**src/rtl/rvfi_commit_sequencer.sv**
```systemverilog
// rvfi_commit_sequencer
//   Multi-lane retirement sequencer for the RVFI verification top. It accepts up
//   to NUM_LANES retirements per cycle (lane 0 oldest). Each accepted retirement
//   gets a monotonically increasing order tag. A halt (explicit flag or
//   self-loop pc_rdata==pc_wdata) lets the halting lane and older lanes commit,
//   squashes younger lanes, then drains for HALT_DRAIN cycles before raising done.
//   A no-commit watchdog raises timeout after TIMEOUT_CYCLES idle RUN cycles.
//
//   Optional build macro COMMIT_STATS_EN adds commit-width histogram and
//   maximum-idle statistics outputs.
//
// Ports
//   clk, rst          clock, asynchronous active-high reset
//   commit_valid[L]   lane i retires an instruction this cycle
//   halt_req[L]       explicit halt flag for lane i
//   pc_rdata[L*32]    PC of retiring instruction, lane i at [32i+:32]
//   pc_wdata[L*32]    next PC of lane i
//   lane_commit[L]    accepted commit per lane (combinational)
//   lane_order[L*OW]  order tag per lane (combinational, valid with lane_commit)
//   order_next[OW]    registered count of accepted commits
//   halted/done/timeout  sticky status flags
//   dbg_state[2]      FSM state (0 RUN, 1 DRAIN, 2 DONE, 3 TIMEOUT)
//   lane_hist, max_idle  (COMMIT_STATS_EN only) commit statistics
//
// Handshake: there is no backpressure. A lane retirement is an unconditional
// offer; lane_commit reports whether the sequencer accepted it that cycle.
module rvfi_commit_sequencer #(
  parameter int NUM_LANES      = 2,
  parameter int ORDER_W        = 64,
  parameter int TIMEOUT_CYCLES = 100000,
  parameter int HALT_DRAIN     = 5
) (
  input  logic                         clk,
  input  logic                         rst,
  input  logic [NUM_LANES-1:0]         commit_valid,
  input  logic [NUM_LANES-1:0]         halt_req,
  input  logic [NUM_LANES*32-1:0]      pc_rdata,
  input  logic [NUM_LANES*32-1:0]      pc_wdata,
  output logic [NUM_LANES-1:0]         lane_commit,
  output logic [NUM_LANES*ORDER_W-1:0] lane_order,
  output logic [ORDER_W-1:0]           order_next,
  output logic                         halted,
  output logic                         done,
  output logic                         timeout,
  output logic [1:0]                   dbg_state
`ifdef COMMIT_STATS_EN
  ,
  output logic [NUM_LANES:0][31:0]     lane_hist,
  output logic [31:0]                  max_idle
`endif
);

  typedef enum logic [1:0] {
    S_RUN     = 2'd0,
    S_DRAIN   = 2'd1,
    S_DONE    = 2'd2,
    S_TIMEOUT = 2'd3
  } state_t;

  localparam int IDLE_W  = (TIMEOUT_CYCLES > 1) ? $clog2(TIMEOUT_CYCLES) : 1;
  localparam int DRAIN_W = (HALT_DRAIN > 1) ? $clog2(HALT_DRAIN) : 1;
  localparam int CNT_W   = $clog2(NUM_LANES + 1);
  localparam logic [IDLE_W-1:0]  IDLE_MAX  = IDLE_W'(TIMEOUT_CYCLES - 1);
  localparam logic [DRAIN_W-1:0] DRAIN_MAX = DRAIN_W'(HALT_DRAIN - 1);

  state_t               r_state, w_state_n;
  logic [ORDER_W-1:0]   r_order, w_order_n;
  logic [IDLE_W-1:0]    r_idle, w_idle_n;
  logic [DRAIN_W-1:0]   r_drain, w_drain_n;
  logic                 r_halted, w_halted_n;
  logic                 r_done, w_done_n;
  logic                 r_timeout, w_timeout_n;

  logic                 w_in_run;
  logic [NUM_LANES-1:0] w_hit;
  logic                 w_blocked;
  logic [ORDER_W-1:0]   w_run;
  logic [CNT_W-1:0]     w_ncommit;
  logic [NUM_LANES-1:0] w_lane_commit;
  logic [NUM_LANES*ORDER_W-1:0] w_lane_order;
  logic                 w_any_hit;
  logic                 w_any_commit;

  // Commits are only accepted in RUN, and never while reset is asserted.
  assign w_in_run = (r_state == S_RUN) & ~rst;

  // Lane acceptance and order tagging. w_blocked goes high once an older lane
  // has hit a halt; every younger lane after that is squashed. The running
  // sum w_run is the popcount of accepted older lanes.
  always_comb begin
    w_hit         = '0;
    w_blocked     = 1'b0;
    w_run         = '0;
    w_ncommit     = '0;
    w_lane_commit = '0;
    w_lane_order  = '0;
    for (int i = 0; i < NUM_LANES; i++) begin
      w_hit[i] = commit_valid[i] &
                 (halt_req[i] | (pc_rdata[32*i +: 32] == pc_wdata[32*i +: 32]));
      w_lane_commit[i] = w_in_run & commit_valid[i] & ~w_blocked;
      w_lane_order[ORDER_W*i +: ORDER_W] = r_order + w_run;
      if (w_lane_commit[i]) begin
        w_run     = w_run + ORDER_W'(1);
        w_ncommit = w_ncommit + CNT_W'(1);
      end
      w_blocked = w_blocked | w_hit[i];
    end
  end

  assign w_any_hit    = w_in_run & (|w_hit);
  assign w_any_commit = |w_lane_commit;

  // Next-state and status logic.
  always_comb begin
    w_state_n   = r_state;
    w_order_n   = r_order + w_run;
    w_idle_n    = r_idle;
    w_drain_n   = r_drain;
    w_halted_n  = r_halted;
    w_done_n    = r_done;
    w_timeout_n = r_timeout;
    case (r_state)
      S_RUN: begin
        if (w_any_hit) begin
          // Halt wins over a watchdog expiry in the same cycle.
          w_state_n  = S_DRAIN;
          w_halted_n = 1'b1;
          w_drain_n  = '0;
        end else if (w_any_commit) begin
          w_idle_n = '0;
        end else if (r_idle == IDLE_MAX) begin
          w_state_n   = S_TIMEOUT;
          w_timeout_n = 1'b1;
        end else begin
          w_idle_n = r_idle + IDLE_W'(1);
        end
      end
      S_DRAIN: begin
        if (r_drain == DRAIN_MAX) begin
          w_state_n = S_DONE;
          w_done_n  = 1'b1;
        end else begin
          w_drain_n = r_drain + DRAIN_W'(1);
        end
      end
      default: begin
        // DONE and TIMEOUT are terminal until reset.
      end
    endcase
  end

  always_ff @(posedge clk or posedge rst) begin
    if (rst) begin
      r_state   <= S_RUN;
      r_order   <= '0;
      r_idle    <= '0;
      r_drain   <= '0;
      r_halted  <= 1'b0;
      r_done    <= 1'b0;
      r_timeout <= 1'b0;
    end else begin
      r_state   <= w_state_n;
      r_order   <= w_order_n;
      r_idle    <= w_idle_n;
      r_drain   <= w_drain_n;
      r_halted  <= w_halted_n;
      r_done    <= w_done_n;
      r_timeout <= w_timeout_n;
    end
  end

  assign lane_commit = w_lane_commit;
  assign lane_order  = w_lane_order;
  assign order_next  = r_order;
  assign halted      = r_halted;
  assign done        = r_done;
  assign timeout     = r_timeout;
  assign dbg_state   = r_state;

`ifdef COMMIT_STATS_EN
  logic [NUM_LANES:0][31:0] r_hist;
  logic [31:0]              r_max_idle;

  // Histogram bin k counts RUN cycles with exactly k accepted lanes; bins
  // saturate rather than wrap. Both statistics freeze outside RUN.
  always_ff @(posedge clk or posedge rst) begin
    if (rst) begin
      r_hist     <= '0;
      r_max_idle <= '0;
    end else if (r_state == S_RUN) begin
      for (int k = 0; k <= NUM_LANES; k++) begin
        if ((int'(w_ncommit) == k) && (r_hist[k] != 32'hFFFF_FFFF))
          r_hist[k] <= r_hist[k] + 32'd1;
      end
      if (32'(r_idle) > r_max_idle)
        r_max_idle <= 32'(r_idle);
    end
  end

  assign lane_hist = r_hist;
  assign max_idle  = r_max_idle;
`endif

endmodule
```
**config.mk**
```make
export PLATFORM = sky130hd
export DESIGN_NAME = rvfi_commit_sequencer
export DESIGN_NICKNAME = d
export VERILOG_FILES = /design/src/rtl/rvfi_commit_sequencer.sv
export SDC_FILE = /design/constraint.sdc
export NUM_CORES = 1
export LEC_CHECK = 0
export CAP_MARGIN = 20
export CORE_AREA = 2 2 130 132
export DETAILED_ROUTE_END_ITERATION = 8
export DIE_AREA = 0 0 132 134
export PLACE_DENSITY = 0.83
export SLEW_MARGIN = 20
export SYNTH_ARGS = -nofsm -noshare
export SYNTH_HDL_FRONTEND = slang
export SYNTH_SLANG_ARGS = --single-unit
```
**constraint.sdc**
```tcl
create_clock -name clk -period 7.6 [get_ports clk]
set_clock_uncertainty 0.2 [all_clocks]
set_input_delay 0.76 -clock clk [delete_from_list [all_inputs] [get_ports clk]]
set_output_delay 0.76 -clock clk [all_outputs]
set_load 0.01 [all_outputs]
```
; Yosys cells after proc, flatten, opt, wreduce, memory -nomap -nowiden
; Index checks and enable logic that the tools add are counted.
[word_totals]
mem_bits_ro = 0
n_memories = 0
ramBits = 0
reg_bits = 89
in_bits = 134
word_cells = 58
output_inout_bits = 199
latch_bits = 0
[op_classes]
n_reduce_logical = 10
mul = 0
muxes = 12
addsub = 5
div = 0
shift = 0
eq_ne = 11
bitwise = 13
order_cmp = 0
[ops]
columns = cell, count
row1 = $add A64 B1 Y64, 1
row2 = $add A64 B64 Y64, 1
row3 = $eq A32 B32 Y1, 2
row4 = $mux W17, 2
row5 = $add A17 B1 Y17 const B, 1
row6 = $eq A17 B17 Y1 const B, 1
row7 = $mux W2, 5
row8 = $ne A2 B2 Y1 const B, 4
row9 = $reduce_and A4 Y1, 2
row10 = $and A1 B1 Y1, 7
row11 = $mux W3, 2
row12 = $pmux W3 S2, 1
row13 = $reduce_and A3 Y1, 2
row14 = $not A1 Y1, 4
row15 = $pmux W2 S2, 1
row16 = $reduce_and A2 Y1, 2
row17 = $reduce_or A2 Y1, 2
row18 = $add A3 B1 Y3 const B, 1
row19 = $eq A3 B3 Y1 const B, 1
row20 = $ne A3 B2 Y1 const B, 1
row21 = $ne A3 B3 Y1 const B, 1
row22 = $add A1 B1 Y2 const B, 1
row23 = $eq A2 B1 Y1 const B, 1
row24 = $logic_not A2 Y1, 1
row25 = other kinds (3), 4

; Longest topological paths before layout
[depth]
depth_word = 9
depth_mapped = 17
ltp_nobuf = 16

; Worst setup path after synthesis
; OpenSTA, ideal clock, no wires.
[synth_path]
kind = input to register
startpoint = input pc_wdata[10]
endpoint = register r_order[56] (netlist: order_next[56])
setup_time_ps = 129
path_slack_ps = 3637
t_required_ps = 7271
arrival_time_ps = 3634
stages = 17
n_path_buf = 2
cell_sequence = xnor2_1 nand4_1 nor4_1 a41o_1 nand2_1 nand3_1 ha_1 ha_1 inv_1 fa_1 or2_1 clkbuf_1 or3_1 clkbuf_1 nor2_1 nand2_1 xnor2_1
[synth_via]
elab_chain_cells = 7
[synth_lines]
columns = element, line
row1 = start: declaration, 38  ; input logic [NUM_LANES*32-1:0] pc_wdata,
row2 = $eq A32 B32 Y1, 99  ; (halt_req[i] | (pc_rdata[32*i +: 32] == pc_wdata[32*i +: 32]));
row3 = $or A1 B1 Y1, 99
row4 = $and A1 B1 Y1, 98  ; w_hit[i] = commit_valid[i] &
row5 = $not A1 Y1, 100  ; w_lane_commit[i] = w_in_run & commit_valid[i] & ~w_blocked;
row6 = $and A1 B1 Y1, 100
row7 = $mux W2, 102  ; if (w_lane_commit[i]) begin
row8 = $add A64 B64 Y64, 116  ; w_order_n = r_order + w_run;
row9 = net w_order_n[56], 67  ; logic [ORDER_W-1:0] r_order, w_order_n;
row10 = end signal: assignment, 163  ; r_order <= w_order_n;
row11 = end: declaration, 67
; The timed path passes the listed nets, and every way through them passes these cells.
; A chain may end at the register's enable or synchronous reset.

; Final worst setup path
[layout_path]
startpoint = input rst
endpoint = output lane_order[118]
[layout_via]
elab_chain_cells = 5
[layout_lines]
columns = element, line
row1 = start: declaration, 34  ; input logic rst,
row2 = $not A1 Y1, 85  ; assign w_in_run = (r_state == S_RUN) & ~rst;
row3 = $and A1 B1 Y1, 85
row4 = $and A1 B1 Y1, 100
row5 = $mux W1, 102
row6 = $add A64 B1 Y64, 101  ; w_lane_order[ORDER_W*i +: ORDER_W] = r_order + w_run;
row7 = end: declaration, 40  ; output logic [NUM_LANES*ORDER_W-1:0] lane_order,
; Every way passes these cells.

==> flow_summary.ini <==
[setup_path]
worst_ep_required_time_ns = 6.64
startpoint_type = input port
max_stage_delay_ns = 0.68
worstSetupPathType = input port to primary output
worstPathCellList = clkdlybuf4s50_1, nor2_1, nand2_1, inv_1, ha_1, ha_1, nand3_1, nor3_1, nand3_1, nor4_1, xor2_1, clkdlybuf4s50_1
crit_family = simple AND/OR/NAND/NOR gates
cp.buffers_inverters = 3
cp_max_fo = 9
crit_slowest_cell = nor3_1
worst_ep_arrival_time_ns = 4.55
cp-end-kind = primary output

[synthesis]
yosysWarningCount = 0
synth_largest_area_cell = dfrtp_1
ys_seq_elements = 89
async_flop_share_pct = 100
avgSynthCellArea_um2 = 8.70
ys_types = 62
synth_edf_count = 0
synth_top_area_share_pct = 33.0
synth_nets = 919
synth_cells = 775
synth_ff_type = dfrtp_1
ys_top_cells_by_area = dfrtp_1 33%, xnor2_1 14%, xor2_1 10%
ys_seq_area_share_pct = 33.0
syn_area_um2 = 6750

[placement]
placed_cell_area_um2 = 9750
place.gp.congestion = 0.943
io_buffers = 332
dp_hpwl_um = 21300

[timing]
max_freq_mhz = 182
tightest_slew_ns = 0.858
tns_ns = 0
slew_viol_final = 0
rsz0062_at_grt = no
period_share_pct = 72.5
hold_violations = 0
finalSetupViolations = 0
fin_crit_ns = 5.51
slew_headroom_pct = 42.3

[clock_network]
hold_buffers = 0
htreeDepth = 3
cts_setup_buffers = 0
cts_inserted_buffers = 9
cts_resized = 0
cts.sinks = 89
clk_latency_ns = 0.35
root_buffer = clkbuf_16
cts_buffer_depth = 2
clkTransAtPathRegs_ns = 0.07
cts_tree = done

[global_route]
antenna_found_initial = 7
grt_max_degree = 54
grt_overflow_total = 0
grt_usage_pct = 29.4
grt_pass1_wl_um = 39500
grt_pass1_vias = 6519

[layout]
syn2layout_area_growth_pct = 49.2
multi_input_area_um2 = 3850
fin_area_um2 = 10100
regArea_um2 = 2230
fillers = 1401
final_core_utilization_pct = 61.8
drive_gt1_share_pct = 4.06
nNetsFinal = 1174

[routing]
vias = 6664
dr.max_layer_used = met4
wl_met2_um = 13400
drt-vias-per-instance = 5.28
route.met3.wl_um = 2220
routedLengthMet1_um = 9940
wirelength_um = 26500
dr.pass1.iters = 5
ant_nets = 0
drcViolationCount = 0
wl_per_cell_um = 21.0
drt-initial-drc-count = 520

[floorplanning]
core.rowCount = 47
coreArea_um2 = 16300
dieHeight_um = 134
die_w_um = 132
start_util_pct = 41.4
fp.dieArea_um2 = 17700
io_pins = 333

[hold_path]
hold_class = register to register

[flow_run]
max_cap_viol_count = 0

[outcome]
outcome = completed

[pwr]
leakagePower_nw = 4.03
ir_drop_v = 0.0000980
power_density_nw_per_um2 = 109
==> through the flow <==
stage          worst slack, ns  total power (W)  std cells  hold WS [ns]
2_1_floorplan             3.64         0.000545        775         0.267
3_3_place_gp              2.31         0.000644       1239         0.251
3_5_place_dp              2.14         0.000646       1239         0.253
4_1_cts                   2.13          0.00110       1255         0.269
5_1_grt                   1.74          0.00113       1261         0.305
6_report                  2.09          0.00110       1262         0.270
==> per-layer routing <==
layer  GRT usage (%)  up-vias
met1            33.7     3186
li1                -     3082
met5               0        -
met3            8.01       49
met2            51.9      347
met4            12.0        0
==> cells by family (layout without fill, tap and decap cells) <==
family | Yosys count | in the layout | synth area share [%]
compound gates | 48 | 48 | 5.12
other cells | 0 | 7 | 0
flops | 89 | 89 | 33.0
mux | 3 | 3 | 0.464
simple gates | 331 | 331 | 25.1
buf+inv | 106 | 366 | 9.94
xor+xnor | 188 | 188 | 24.4
fa+ha+maj | 10 | 10 | 1.97
==> placed cells by master, fill, tap and decap left out, types with 11 or more instances in the layout <==
cell type / synthesis / routed
nor3_1: 20 / 20
dfrtp_1: 89 / 89
and3_1: 16 / 16
nor2_1: 66 / 66
xor2_1: 80 / 80
nand3_1: 31 / 31
nand4_1: 40 / 40
nand2_1: 91 / 91
o21ai_0: 12 / 12
clkdlybuf4s50_1: 0 / 332
xnor2_1: 108 / 108
o31ai_1: 11 / 11
inv_1: 17 / 16
nor4_1: 16 / 16
==> final timing paths <==
| kind | cells past startpoint | from | endpoint | slack [ns] |
|---|---|---|---|---|
| min | 1 | halted | halted | 0.27 |
| max in group asynchronous | 3 | rst | order_next[27] | 5.41 |
| min reg2reg | 1 | halted | halted | 0.27 |
| max | 12 | rst | lane_order[118] | 2.09 |
| min in group asynchronous | 2 | rst | r_idle[11] | 0.66 |
| max reg2reg | 12 | dbg_state[1] | order_next[52] | 3.66 |
==> registers in the layout (all words and copies together) (netlist names) <==
register	count
dbg_state	2
done	1
halted	1
order_next	64
r_drain	3
r_idle	17
timeout	1
==> synth_stat cells (2+ instances only) <==
cell,count
nor2_1,66
a21o_1,5
nor4_2,3
buf_4,67
and2_1,4
o21bai_1,2
o21ai_0,12
nor4_1,16
clkbuf_2,3
and3_1,16
nor2b_1,2
mux2i_1,2
o21ai_1,2
or3_4,2
a41o_1,2
nand3_1,31
clkbuf_1,10
nand4_1,40
nor3_1,20
xor2_1,80
nand2_1,91
ha_1,9
or3_1,10
o31ai_1,11
dfrtp_1,89
xnor2_1,108
or2_2,7
buf_2,8
inv_1,17
nor2_4,2
a22o_1,2
nand2b_1,4
or2_1,3
==> report_power, final <==
part | switching [W] | total (W) | internal, W
Combinational | 0.0000533 | 0.000152 | 0.0000991
Clock | 0.000196 | 0.000461 | 0.000265
Sequential | 0.00000771 | 0.000485 | 0.000477
Total | 0.000257 | 0.00110 | 0.000841
==> layout make-up <==
cell class / count / share of cell area (%)
repair buffers: 333 / 33.1
multi-input cells: 580 / 38.2
inverters: 17 / 0.646
clock inverters: 6 / 0.646
well taps: 220 / 2.73
clock buffers: 10 / 2.37
flip-flops and latches: 89 / 22.1
diodes: 7 / 0.174
==> worst register-to-register path, cell delays in order (launching register included) <==
cell and delay [ns]:
dfrtp_1 0.44, or2_2 0.43, nor2_1 0.16, nand3_1 0.13, ha_1 0.31, ha_1 0.17, inv_1 0.05, fa_1 0.42
or2_1 0.38, or3_1 0.59, nor2_1 0.29, nand2_1 0.11, xnor2_1 0.13
No activity file was read; power rests on OpenSTA's default activity.
